<file path="src/rtl/ps2_kbd_rx_if.sv">
// ---------------------------------------------------------------------------
// ps2_kbd_rx_if -- signal bundle for the PS/2 keyboard receiver.
//
//   ps2_clk          raw PS/2 clock line (idle high, asynchronous)
//   ps2_dat          raw PS/2 data line  (idle high, asynchronous)
//   scan_code        last correctly received byte
//   scan_code_ready  one-clk pulse: scan_code just updated
//   scan_code_error  one-clk pulse: frame failed parity/stop/timeout
//
// master: the side driving the PS/2 lines (keyboard / bench)
// slave : the receiver
// ---------------------------------------------------------------------------
interface ps2_kbd_rx_if;
  logic       ps2_clk;
  logic       ps2_dat;
  logic [7:0] scan_code;
  logic       scan_code_ready;
  logic       scan_code_error;

  modport master (
    output ps2_clk,
    output ps2_dat,
    input  scan_code,
    input  scan_code_ready,
    input  scan_code_error
  );

  modport slave (
    input  ps2_clk,
    input  ps2_dat,
    output scan_code,
    output scan_code_ready,
    output scan_code_error
  );
endinterface

</file>
<file path="src/rtl/ps2_kbd_rx.sv">
// ---------------------------------------------------------------------------
// ps2_kbd_rx -- receive-only PS/2 keyboard frame decoder.
//
// Ports:
//   clk     system clock, the only clock in the block
//   nreset  asynchronous active-low reset
//   bus     ps2_kbd_rx_if.slave: raw ps2_clk/ps2_dat in, scan_code,
//           scan_code_ready and scan_code_error out
//
// Both PS/2 lines are double-flopped, the clock is debounced by a
// FILTER_LEN-sample level filter, and each filtered falling edge samples
// the data line. Frames are start(0), 8 data LSB first, odd parity,
// stop(1). A frame that stalls for TIMEOUT cycles is dropped with an
// error pulse. Result pulses come one clk after the deciding edge cycle.
// ---------------------------------------------------------------------------
module ps2_kbd_rx #(
  parameter int FILTER_LEN = 8,
  parameter int TIMEOUT    = 4000
) (
  input  logic          clk,
  input  logic          nreset,
  ps2_kbd_rx_if.slave   bus
);

  localparam int FCW = $clog2(FILTER_LEN + 1);
  localparam int TCW = $clog2(TIMEOUT + 1);

  localparam logic [1:0] IDLE   = 2'd0;
  localparam logic [1:0] DATA   = 2'd1;
  localparam logic [1:0] PARITY = 2'd2;
  localparam logic [1:0] STOP   = 2'd3;

  // -------------------------------------------------------------------------
  // Synchronizers (reset to the idle-high line level)
  // -------------------------------------------------------------------------
  logic clk_s1_q, clk_s2_q;
  logic dat_s1_q, dat_s2_q;

  always_ff @(posedge clk or negedge nreset) begin
    if (!nreset) begin
      clk_s1_q <= 1'b1;
      clk_s2_q <= 1'b1;
      dat_s1_q <= 1'b1;
      dat_s2_q <= 1'b1;
    end else begin
      clk_s1_q <= bus.ps2_clk;
      clk_s2_q <= clk_s1_q;
      dat_s1_q <= bus.ps2_dat;
      dat_s2_q <= dat_s1_q;
    end
  end

  // -------------------------------------------------------------------------
  // Clock filter: the filtered level follows the synchronized clock only
  // after FILTER_LEN consecutive samples disagree with it. Any sample that
  // agrees restarts the run, so short glitches never get through.
  // -------------------------------------------------------------------------
  logic           filt_q, filt_d;
  logic [FCW-1:0] fcnt_q, fcnt_d;
  logic           fall_w;

  always_comb begin
    filt_d = filt_q;
    fcnt_d = '0;
    if (clk_s2_q != filt_q) begin
      if (fcnt_q == FCW'(FILTER_LEN - 1)) begin
        filt_d = clk_s2_q;
      end else begin
        fcnt_d = fcnt_q + 1'b1;
      end
    end
  end

  // Edge is flagged in the cycle the filter commits to 0, so the data
  // sample below is taken from the same cycle.
  assign fall_w = filt_q & ~filt_d;

  always_ff @(posedge clk or negedge nreset) begin
    if (!nreset) begin
      filt_q <= 1'b1;
      fcnt_q <= '0;
    end else begin
      filt_q <= filt_d;
      fcnt_q <= fcnt_d;
    end
  end

  // -------------------------------------------------------------------------
  // Frame FSM, timeout and result registers
  // -------------------------------------------------------------------------
  logic [1:0]     state_q, state_d;
  logic [2:0]     bcnt_q, bcnt_d;
  logic [7:0]     shift_q, shift_d;
  logic           par_q, par_d;
  logic [TCW-1:0] tmo_q, tmo_d;
  logic [7:0]     code_q, code_d;
  logic           rdy_q, rdy_d;
  logic           err_q, err_d;
  logic           tmo_hit_w;

  assign tmo_hit_w = (state_q != IDLE) && (tmo_q == TCW'(TIMEOUT));

  always_comb begin
    state_d = state_q;
    bcnt_d  = bcnt_q;
    shift_d = shift_q;
    par_d   = par_q;
    code_d  = code_q;
    rdy_d   = 1'b0;
    err_d   = 1'b0;

    // Saturates at TIMEOUT; the abort below returns to IDLE which clears it.
    if (state_q == IDLE || fall_w) begin
      tmo_d = '0;
    end else if (tmo_q == TCW'(TIMEOUT)) begin
      tmo_d = tmo_q;
    end else begin
      tmo_d = tmo_q + 1'b1;
    end

    if (fall_w) begin
      case (state_q)
        IDLE: begin
          // A 1 here is line noise or a resync point, not an error.
          if (!dat_s2_q) begin
            state_d = DATA;
            bcnt_d  = '0;
            shift_d = '0;
          end
        end
        DATA: begin
          shift_d = {dat_s2_q, shift_q[7:1]};
          bcnt_d  = bcnt_q + 1'b1;
          if (bcnt_q == 3'd7) state_d = PARITY;
        end
        PARITY: begin
          par_d   = dat_s2_q;
          state_d = STOP;
        end
        STOP: begin
          state_d = IDLE;
          bcnt_d  = '0;
          if (dat_s2_q && ((^shift_q) ^ par_q)) begin
            code_d = shift_q;
            rdy_d  = 1'b1;
          end else begin
            err_d  = 1'b1;
          end
        end
        default: state_d = IDLE;
      endcase
    end else if (tmo_hit_w) begin
      // Stalled frame: drop partial data and report once.
      state_d = IDLE;
      bcnt_d  = '0;
      shift_d = '0;
      par_d   = 1'b0;
      err_d   = 1'b1;
    end
  end

  always_ff @(posedge clk or negedge nreset) begin
    if (!nreset) begin
      state_q <= IDLE;
      bcnt_q  <= '0;
      shift_q <= '0;
      par_q   <= 1'b0;
      tmo_q   <= '0;
      code_q  <= 8'h00;
      rdy_q   <= 1'b0;
      err_q   <= 1'b0;
    end else begin
      state_q <= state_d;
      bcnt_q  <= bcnt_d;
      shift_q <= shift_d;
      par_q   <= par_d;
      tmo_q   <= tmo_d;
      code_q  <= code_d;
      rdy_q   <= rdy_d;
      err_q   <= err_d;
    end
  end

  assign bus.scan_code       = code_q;
  assign bus.scan_code_ready = rdy_q;
  assign bus.scan_code_error = err_q;

endmodule

</file>
<file path="src/flat_wrapper.sv">
// flat-port wrapper written by rule: the top's interface ports become plain ports
module ps2_kbd_rx_flat 
#(
  parameter int FILTER_LEN = 8,
  parameter int TIMEOUT    = 4000
)
  (clk, nreset, bus_ps2_clk, bus_ps2_dat, bus_scan_code, bus_scan_code_ready, bus_scan_code_error);
  ps2_kbd_rx_if bus_i ();
  input  logic clk;
  input  logic nreset;
  input wire logic [$bits(bus_i.ps2_clk)-1:0] bus_ps2_clk;
  input wire logic [$bits(bus_i.ps2_dat)-1:0] bus_ps2_dat;
  output wire logic [$bits(bus_i.scan_code)-1:0] bus_scan_code;
  output wire logic [$bits(bus_i.scan_code_ready)-1:0] bus_scan_code_ready;
  output wire logic [$bits(bus_i.scan_code_error)-1:0] bus_scan_code_error;
  assign bus_i.ps2_clk = bus_ps2_clk;
  assign bus_i.ps2_dat = bus_ps2_dat;
  assign bus_scan_code = bus_i.scan_code;
  assign bus_scan_code_ready = bus_i.scan_code_ready;
  assign bus_scan_code_error = bus_i.scan_code_error;
  ps2_kbd_rx #(.FILTER_LEN(FILTER_LEN), .TIMEOUT(TIMEOUT)) u_core (.clk(clk), .nreset(nreset), .bus(bus_i));
endmodule
</file>
<file path="config.mk">
export PLATFORM = sky130hd
export DESIGN_NAME = ps2_kbd_rx_flat
export DESIGN_NICKNAME = d
export VERILOG_FILES = /design/src/rtl/ps2_kbd_rx_if.sv /design/src/rtl/ps2_kbd_rx.sv /design/src/flat_wrapper.sv
export SDC_FILE = /design/constraint.sdc
export NUM_CORES = 1
export LEC_CHECK = 0
export ABC_AREA = 1
export ABC_CLOCK_PERIOD_IN_PS = 1900
export BUFFER_PORTS_ARGS = -buffer_cell sky130_fd_sc_hd__buf_4
export CAP_MARGIN = 20
export CELL_PAD_IN_SITES_DETAIL_PLACEMENT = 1
export CELL_PAD_IN_SITES_GLOBAL_PLACEMENT = 1
export CORE_MARGIN = 2
export CORE_UTILIZATION = 47
export CTS_BUF_LIST = sky130_fd_sc_hd__clkbuf_8
export DETAILED_ROUTE_END_ITERATION = 8
export HOLD_SLACK_MARGIN = 0.1
export PLACE_DENSITY_LB_ADDON = 0.1
export SETUP_SLACK_MARGIN = 0.2
export SLEW_MARGIN = 20
export SYNTH_ARGS = -nofsm -noshare
export SYNTH_HDL_FRONTEND = slang
export SYNTH_SLANG_ARGS = --single-unit
</file>
<file path="constraint.sdc">
create_clock -name clk -period 1.9 [get_ports clk]
set_input_delay 0.095 -clock clk [delete_from_list [all_inputs] [get_ports clk]]
set_output_delay 0.095 -clock clk [all_outputs]
set_load 0.02 [all_outputs]
</file>
-- Word level (Yosys, flattened, before mapping)
Cells that the tools add are included.
- output and inout port bits: 10
- register bits after elaboration: 45
- word-level logic and storage cells: 74
- input bits: 4
- $add $sub $neg: 3
- equal/unequal tests: 13
- multiplexer cells: 29
- bitwise logic cells: 3
- reductions and logical operators: 12
- operators with widths (kind ; count):
    $mux W12 ; 2
    $mux W8 ; 3
    $pmux W8 S2 ; 1
    $add A12 B1 Y12 const B ; 1
    $eq A12 B12 Y1 const B ; 1
    $mux W1 ; 12
    $reduce_and A3 Y1 ; 4
    $mux W3 ; 3
    $ne A3 B3 Y1 const B ; 3
    $pmux W3 S3 ; 1
    $mux W2 ; 4
    $mux W4 ; 2
    $pmux W2 S4 ; 1
    $reduce_xor A8 Y1 ; 1
    $add A4 B1 Y4 const B ; 1
    $eq A2 B2 Y1 const B ; 2
    $eq A4 B3 Y1 const B ; 1
    $ne A2 B2 Y1 const B ; 2
    $ne A4 B4 Y1 const B ; 1
    $reduce_bool A2 Y1 ; 2
    $add A3 B1 Y3 const B ; 1
    $eq A3 B3 Y1 const B ; 1
    $eq A2 B1 Y1 const B ; 1
    $logic_and A1 B1 Y1 ; 2
    other kinds (7) ; 7

-- Logic depth before layout (Yosys ltp)
- word-level depth: 7
- depth in mapped cells: 11
- depth with buffers taken out: 11

-- Worst setup path after synthesis
Ideal clock, no wire load.
- path type: register to register
- start: reg u_core.filt_q
- end: reg u_core.shift_q[7]
- cell stages (with the launch flop): 11
- buffers on the path: 1
- slack: 326 ps
- period minus slack after synthesis: 1574 ps
- data required time: 1774 ps
- arrival: 1448 ps
- setup time: 126 ps
- path through: dfstp_2 -> inv_2 -> nor2_4 -> nand4_2 -> nor2_1 -> nand2_1 -> nand2_1 -> inv_2 -> nand2_4 -> buf_6 -> o21ai_0
- cells in the longest elaborated chain, start to end: 6
- elaborated cells between the ends (all ways): 10
- those cells by class: 3 x eq/ne; 3 x mux; 2 x bitwise; 2 x reduce/logical
- RTL lines (element ; line ; source):
    start: declaration ; ps2_kbd_rx.sv:58 ; logic filt_q, filt_d;
    start signal: assignment ; ps2_kbd_rx.sv:83 ; filt_q <= filt_d;
    $mux W1 / $ne A1 B1 Y1 (equally long branches) ; ps2_kbd_rx.sv:66, ps2_kbd_rx.sv:65 ;
    $mux W1 ; ps2_kbd_rx.sv:65 ; if (clk_s2_q != filt_q) begin
    $not A1 Y1 ; ps2_kbd_rx.sv:76 ; assign fall_w = filt_q & ~filt_d;
    $and A1 B1 Y1 (*) ; ps2_kbd_rx.sv:76 ;
    $ne A3 B3 Y1 (no source line) / $reduce_bool A2 Y1 (equally long branches) ; -- ;
    $reduce_and A3 Y1 (no source line) ; -- ;
    end signal: assignment ; ps2_kbd_rx.sv:175 ; shift_q <= shift_d;
    end: declaration ; ps2_kbd_rx.sv:93 ; logic [7:0] shift_q, shift_d;
Mark *: on every way between the ends. The rest lies on a longest branch, timed or not.
A chain may end at the register's enable or synchronous reset.

-- Worst setup path in the final report
- start: reg u_core.fcnt_q[0]
- end: reg u_core.shift_q[2]
- cells in the longest elaborated chain, start to end: 7
- elaborated cells between the ends (all ways): 10
- those cells by class: 3 x eq/ne; 3 x mux; 2 x bitwise; 2 x reduce/logical
- RTL lines (element ; line ; source):
    start: declaration ; ps2_kbd_rx.sv:59 ; logic [FCW-1:0] fcnt_q, fcnt_d;
    start signal: assignment ; ps2_kbd_rx.sv:84 ; fcnt_q <= fcnt_d;
    $eq A4 B3 Y1 (*) ; ps2_kbd_rx.sv:66 ; if (fcnt_q == FCW'(FILTER_LEN - 1)) begin
    $mux W1 (*) ; ps2_kbd_rx.sv:66 ;
    $mux W1 (*) ; ps2_kbd_rx.sv:65 ;
    $not A1 Y1 (*) ; ps2_kbd_rx.sv:76 ;
    $and A1 B1 Y1 (*) ; ps2_kbd_rx.sv:76 ;
    $ne A3 B3 Y1 (no source line) / $reduce_bool A2 Y1 (equally long branches) ; -- ;
    $reduce_and A3 Y1 (no source line) ; -- ;
Marked as above.

==> results <==
- The share of flip-flops with an asynchronous set or reset is 100%.
- The TritonCTS buffer count is 5.
- Cells with a size suffix above 1 make up roughly 22% of the layout.
- The via count of the first global-routing pass is approximately 1,900.
- In this run, synthesis produced a sequential element count of 45.
- The clock network is responsible for 38.3% of the overall power.
- The critical path goes through ha_4, nand3_4, nor3_4, nand3_1, nand2_1, inv_2, nand2_4, nand2_2, o21ai_2.
- The startpoint identified for the worst register-to-register timing path is u_core.fcnt_q[0].
- Of the total power, combinational logic draws 8.4%.
- The leakage power of the design is 1.28 nW.
- Among all flip-flop cells after synthesis, the most frequent one is dfrtp_1.
- The synthesized net count is 284.
- Sequential elements use 49.6% of the synthesized area.
- The floorplan step defined a die boundary enclosing 5430 um^2.
- Measured along the y axis, the die boundary spans 73.7 um.
- In this design, the stage delay of the slowest critical-path cell is 0.42 ns.
- The iteration count of the initial detailed-routing pass is 4.
- In this run the power density over the cells is roughly 710 nW/um^2.
- The final number of setup-violating endpoints is 0.
- The area growth from synthesis to layout is 21.1%.
- The number of hold-slack violations in the final timing report is 0.
- Summed over all failing endpoints, the final setup total negative slack is 0 ns.
- The clock latency at the later pin of the worst-skew pair is a little over 0.3 ns.
- In this run, distinct cell masters in the synthesized netlist total 27.
- The deepest level of the CTS H-tree is 2.
- In this run the power spent charging and discharging nets is 497 uW.
- The flow ran to the end, and the final reports show no timing, DRC or antenna violations.
- Data on the critical path arrives at its endpoint at about 1.9 ns.
- The total I/O pin count is 14.
- Summing every instance area after synthesis gives 2280 um^2.
- The aggregate global routing overflow is 0.
- The sort of element at the start of the critical path is a flip-flop.
- In this run the register-to-register setup slack is roughly 0.19 ns.
- Clock-pin slew was measured on the worst setup and hold paths at 0.09 ns.
- The post-detailed-route count of antenna-violating nets is 0.
- The worst-case vdd ir drop is roughly 0.34 mV.
- The HPWL after detailed placement is ~3500 um.
- The first-iteration detailed-routing DRC count is 63.
- The min-delay analysis places its worst path in the category in2async.
- The critical path start-end classification is reg2reg.
- Counting every instance in the synthesized netlist gives 270.
- The final number of max-transition violations is 0.
- The average wire per standard cell is 15.7 um.
- Between clock sinks in the finished design, the worst skew comes to between 0.006 and 0.007 ns.
- The count of port buffers added during placement is 13.
- The internal power consumption is 1.46 mW.
- Measured along the x axis, the die boundary spans 73.7 um.
- The share of total power dissipated in sequential elements is approximately 53%.
- The core region is 4690 um^2.
- In this run the worst path has a maximum fanout of 8.
- The master of the slowest instance on the critical path is dfrtp_1.
- The total DRC errors in the routed layout is 0.
- Setup repair after global routing could not meet its margin everywhere.
- Counting flops with a built-in enable in the synthesized netlist gives 0.
- The floorplan has 25 rows.
- The minimum clock period after layout is 1.71 ns.
- The first global-routing pass estimated 8490 um of wire.
- The maximum clock frequency is roughly 590 MHz.
- The reg-to-reg endpoint is u_core.shift_q[2].
- Once the floorplan was initialized, standard cells occupied approximately half of the core.
- Wires add up to 5630 um.
- The switching share of power is 25.3%.
- The routed layout has 1,908 vias.
- The post-route fraction of the period consumed by the critical path is about nine tenths.
- The tree is rooted in a clkbuf_8.
- The final-stage net count is 317.
- The global routing usage summed across all routing layers is 20.1%.
- The logic depth of the worst register-to-register path is 9.
- The CTS tree is built.
- The number of antenna diodes in the final layout is 0.
- Max-cap violations in this run came to 0.
- The maximum number of pins on one net before global-route repair is 46.
- The ratio of routed vias to standard cells is between 5 and 6.
- The worst hold slack is roughly 0.31 ns.
- The sort of element at the end of the critical path is a flip-flop.
- The number of warnings issued by yosys is 0.
- The relative max-transition margin is 62.0%.
- The total number of clock tree sinks is 45.
- The number of antenna violations at the first check in global routing is 0.
- The deepest clock path buffer count is 2.
- The post-synthesis average cell area is 8.46 um^2.
- For the pin with the worst max-slew slack, the measured transition is 0.570 ns.
- The final RePlAce weighted congestion is 0.737.
- Data on the critical path is required at its endpoint by between 2 and 2.5 ns.
cell type report:
cell class	instances	area (um^2)
repair buffers	27	210
multi-input cells	192	1120
flip-flops and latches	45	1130
fillers	560	1930
clock buffers	5	68.8
well taps	54	67.6
clock inverters	3	46.3
inverters	32	120
metal layers:
layer  up-vias  global-route usage (%)  wire length [um]
met5         -                       0                 0
met4         0                    7.47                76
met3         7                    2.88               149
met2        28                    32.9              2910
met1       934                    27.0              2490
li1        939                       -                 -
synthesized netlist by cell type, types with 2 or more instances:
| master | count | area, um^2 |
|---|---|---|
| nand2_2 | 4 | 25.0 |
| inv_2 | 2 | 7.51 |
| inv_1 | 30 | 113 |
| nand3_2 | 2 | 20.0 |
| nand2_1 | 77 | 289 |
| dfrtp_1 | 40 | 1000 |
| xnor2_1 | 3 | 26.3 |
| o21ai_2 | 2 | 17.5 |
| nand4_1 | 11 | 68.8 |
| nor2_1 | 21 | 78.8 |
| nand3_1 | 14 | 70.1 |
| o21ai_0 | 17 | 85.1 |
| a21oi_1 | 4 | 20.0 |
| o21ai_1 | 3 | 15.0 |
| nor3_1 | 10 | 50.1 |
| xor2_1 | 6 | 52.6 |
| dfstp_2 | 5 | 131 |
| ha_1 | 10 | 125 |
sequential cells by signal, indices dropped and copies added, names as in the netlist:
register,flops
u_core.state_q,2
u_core.clk_s2_q,1
u_core.dat_s2_q,1
u_core.fcnt_q,4
u_core.dat_s1_q,1
u_core.bus.scan_code_ready,1
u_core.clk_s1_q,1
u_core.filt_q,1
u_core.bus.scan_code_error,1
u_core.shift_q,8
u_core.bus.scan_code,8
u_core.tmo_q,12
u_core.par_q,1
u_core.bcnt_q,3
power by group through the flow:
stage	clock, mW	sequential (mW)	combinational, mW
final	0.751	1.04	0.165
after global routing	0.801	1.05	0.180
after CTS	0.766	1.03	0.121
after detailed placement	0	1.05	0.114
after global placement	0	1.05	0.109
after floorplan	0	1.04	0.0760
worst max-delay path by stage:
stage / slack (ns) / depth (start not counted) / start / end
finish: 0.19 / 9 / u_core.fcnt_q[0] / u_core.shift_q[2]
global route: 0.07 / 9 / u_core.fcnt_q[0] / u_core.shift_q[2]
CTS: 0.20 / 7 / u_core.fcnt_q[0] / u_core.bus.scan_code_error
detailed placement: 0.20 / 10 / u_core.filt_q / u_core.shift_q[5]
global placement: 0.27 / 7 / u_core.fcnt_q[0] / u_core.par_q
floorplan: 0.33 / 10 / u_core.filt_q / u_core.shift_q[7]
cell families after synthesis:
| group | share of synthesized area, % |
|---|---|
| AOI/OAI and AO/OA | 6.03 |
| DFF | 49.6 |
| adders and majority gates | 5.48 |
| buffers and inverters | 5.92 |
| and+or+nand+nor | 29.5 |
| xor gates and xnor gates | 3.45 |
worst max-delay path, delay by kind of cell (launching register included):
family	cells	cell delay (ns)
compound gates	1	0.05
buf+inv	1	0.08
fa+ha+maj	1	0.20
flops	1	0.42
simple gates	6	0.88
through the flow:
step	setup slack, ns	std cells	utilization (%)	instance area [um^2]	total power [mW]
finish	0.194	358	58.9	2770	1.96
global route	0.0721	358	58.9	2770	2.03
CTS	0.198	350	55.8	2620	1.92
detailed placement	0.199	338	52.3	2460	1.17
global placement	0.274	338	52.3	2460	1.16
floorplan	0.326	270	-	2280	1.12
placed cells by master (no fill, tap or decap), types with 2 or more instances in the layout:
| cell type | n |
|---|---|
| nor3_1 | 10 |
| o21ai_0 | 10 |
| nand3_4 | 2 |
| o21ai_2 | 4 |
| nor2_1 | 19 |
| nand2_2 | 4 |
| nor2_2 | 2 |
| nand4_1 | 11 |
| nand2_4 | 4 |
| xnor2_1 | 3 |
| buf_4 | 24 |
| dlygate4sd3_1 | 3 |
| inv_1 | 26 |
| dfstp_2 | 5 |
| dfrtp_1 | 39 |
| a21oi_1 | 4 |
| nand3_1 | 14 |
| nand2_1 | 74 |
| o21ai_1 | 8 |
| inv_2 | 6 |
| clkbuf_8 | 5 |
| nor2_4 | 2 |
| ha_1 | 9 |
| xor2_1 | 6 |
repair_timing:
action	4_1_cts	5_1_grt
endpoints found under the hold margin	42	0
resized for setup	3	27
pin swaps	0	11
hold buffers	3	0
endpoints found under the setup margin	13	26
cloned	0	1
setup buffers	1	7
Note: power is estimated with default switching activity, not from simulation.
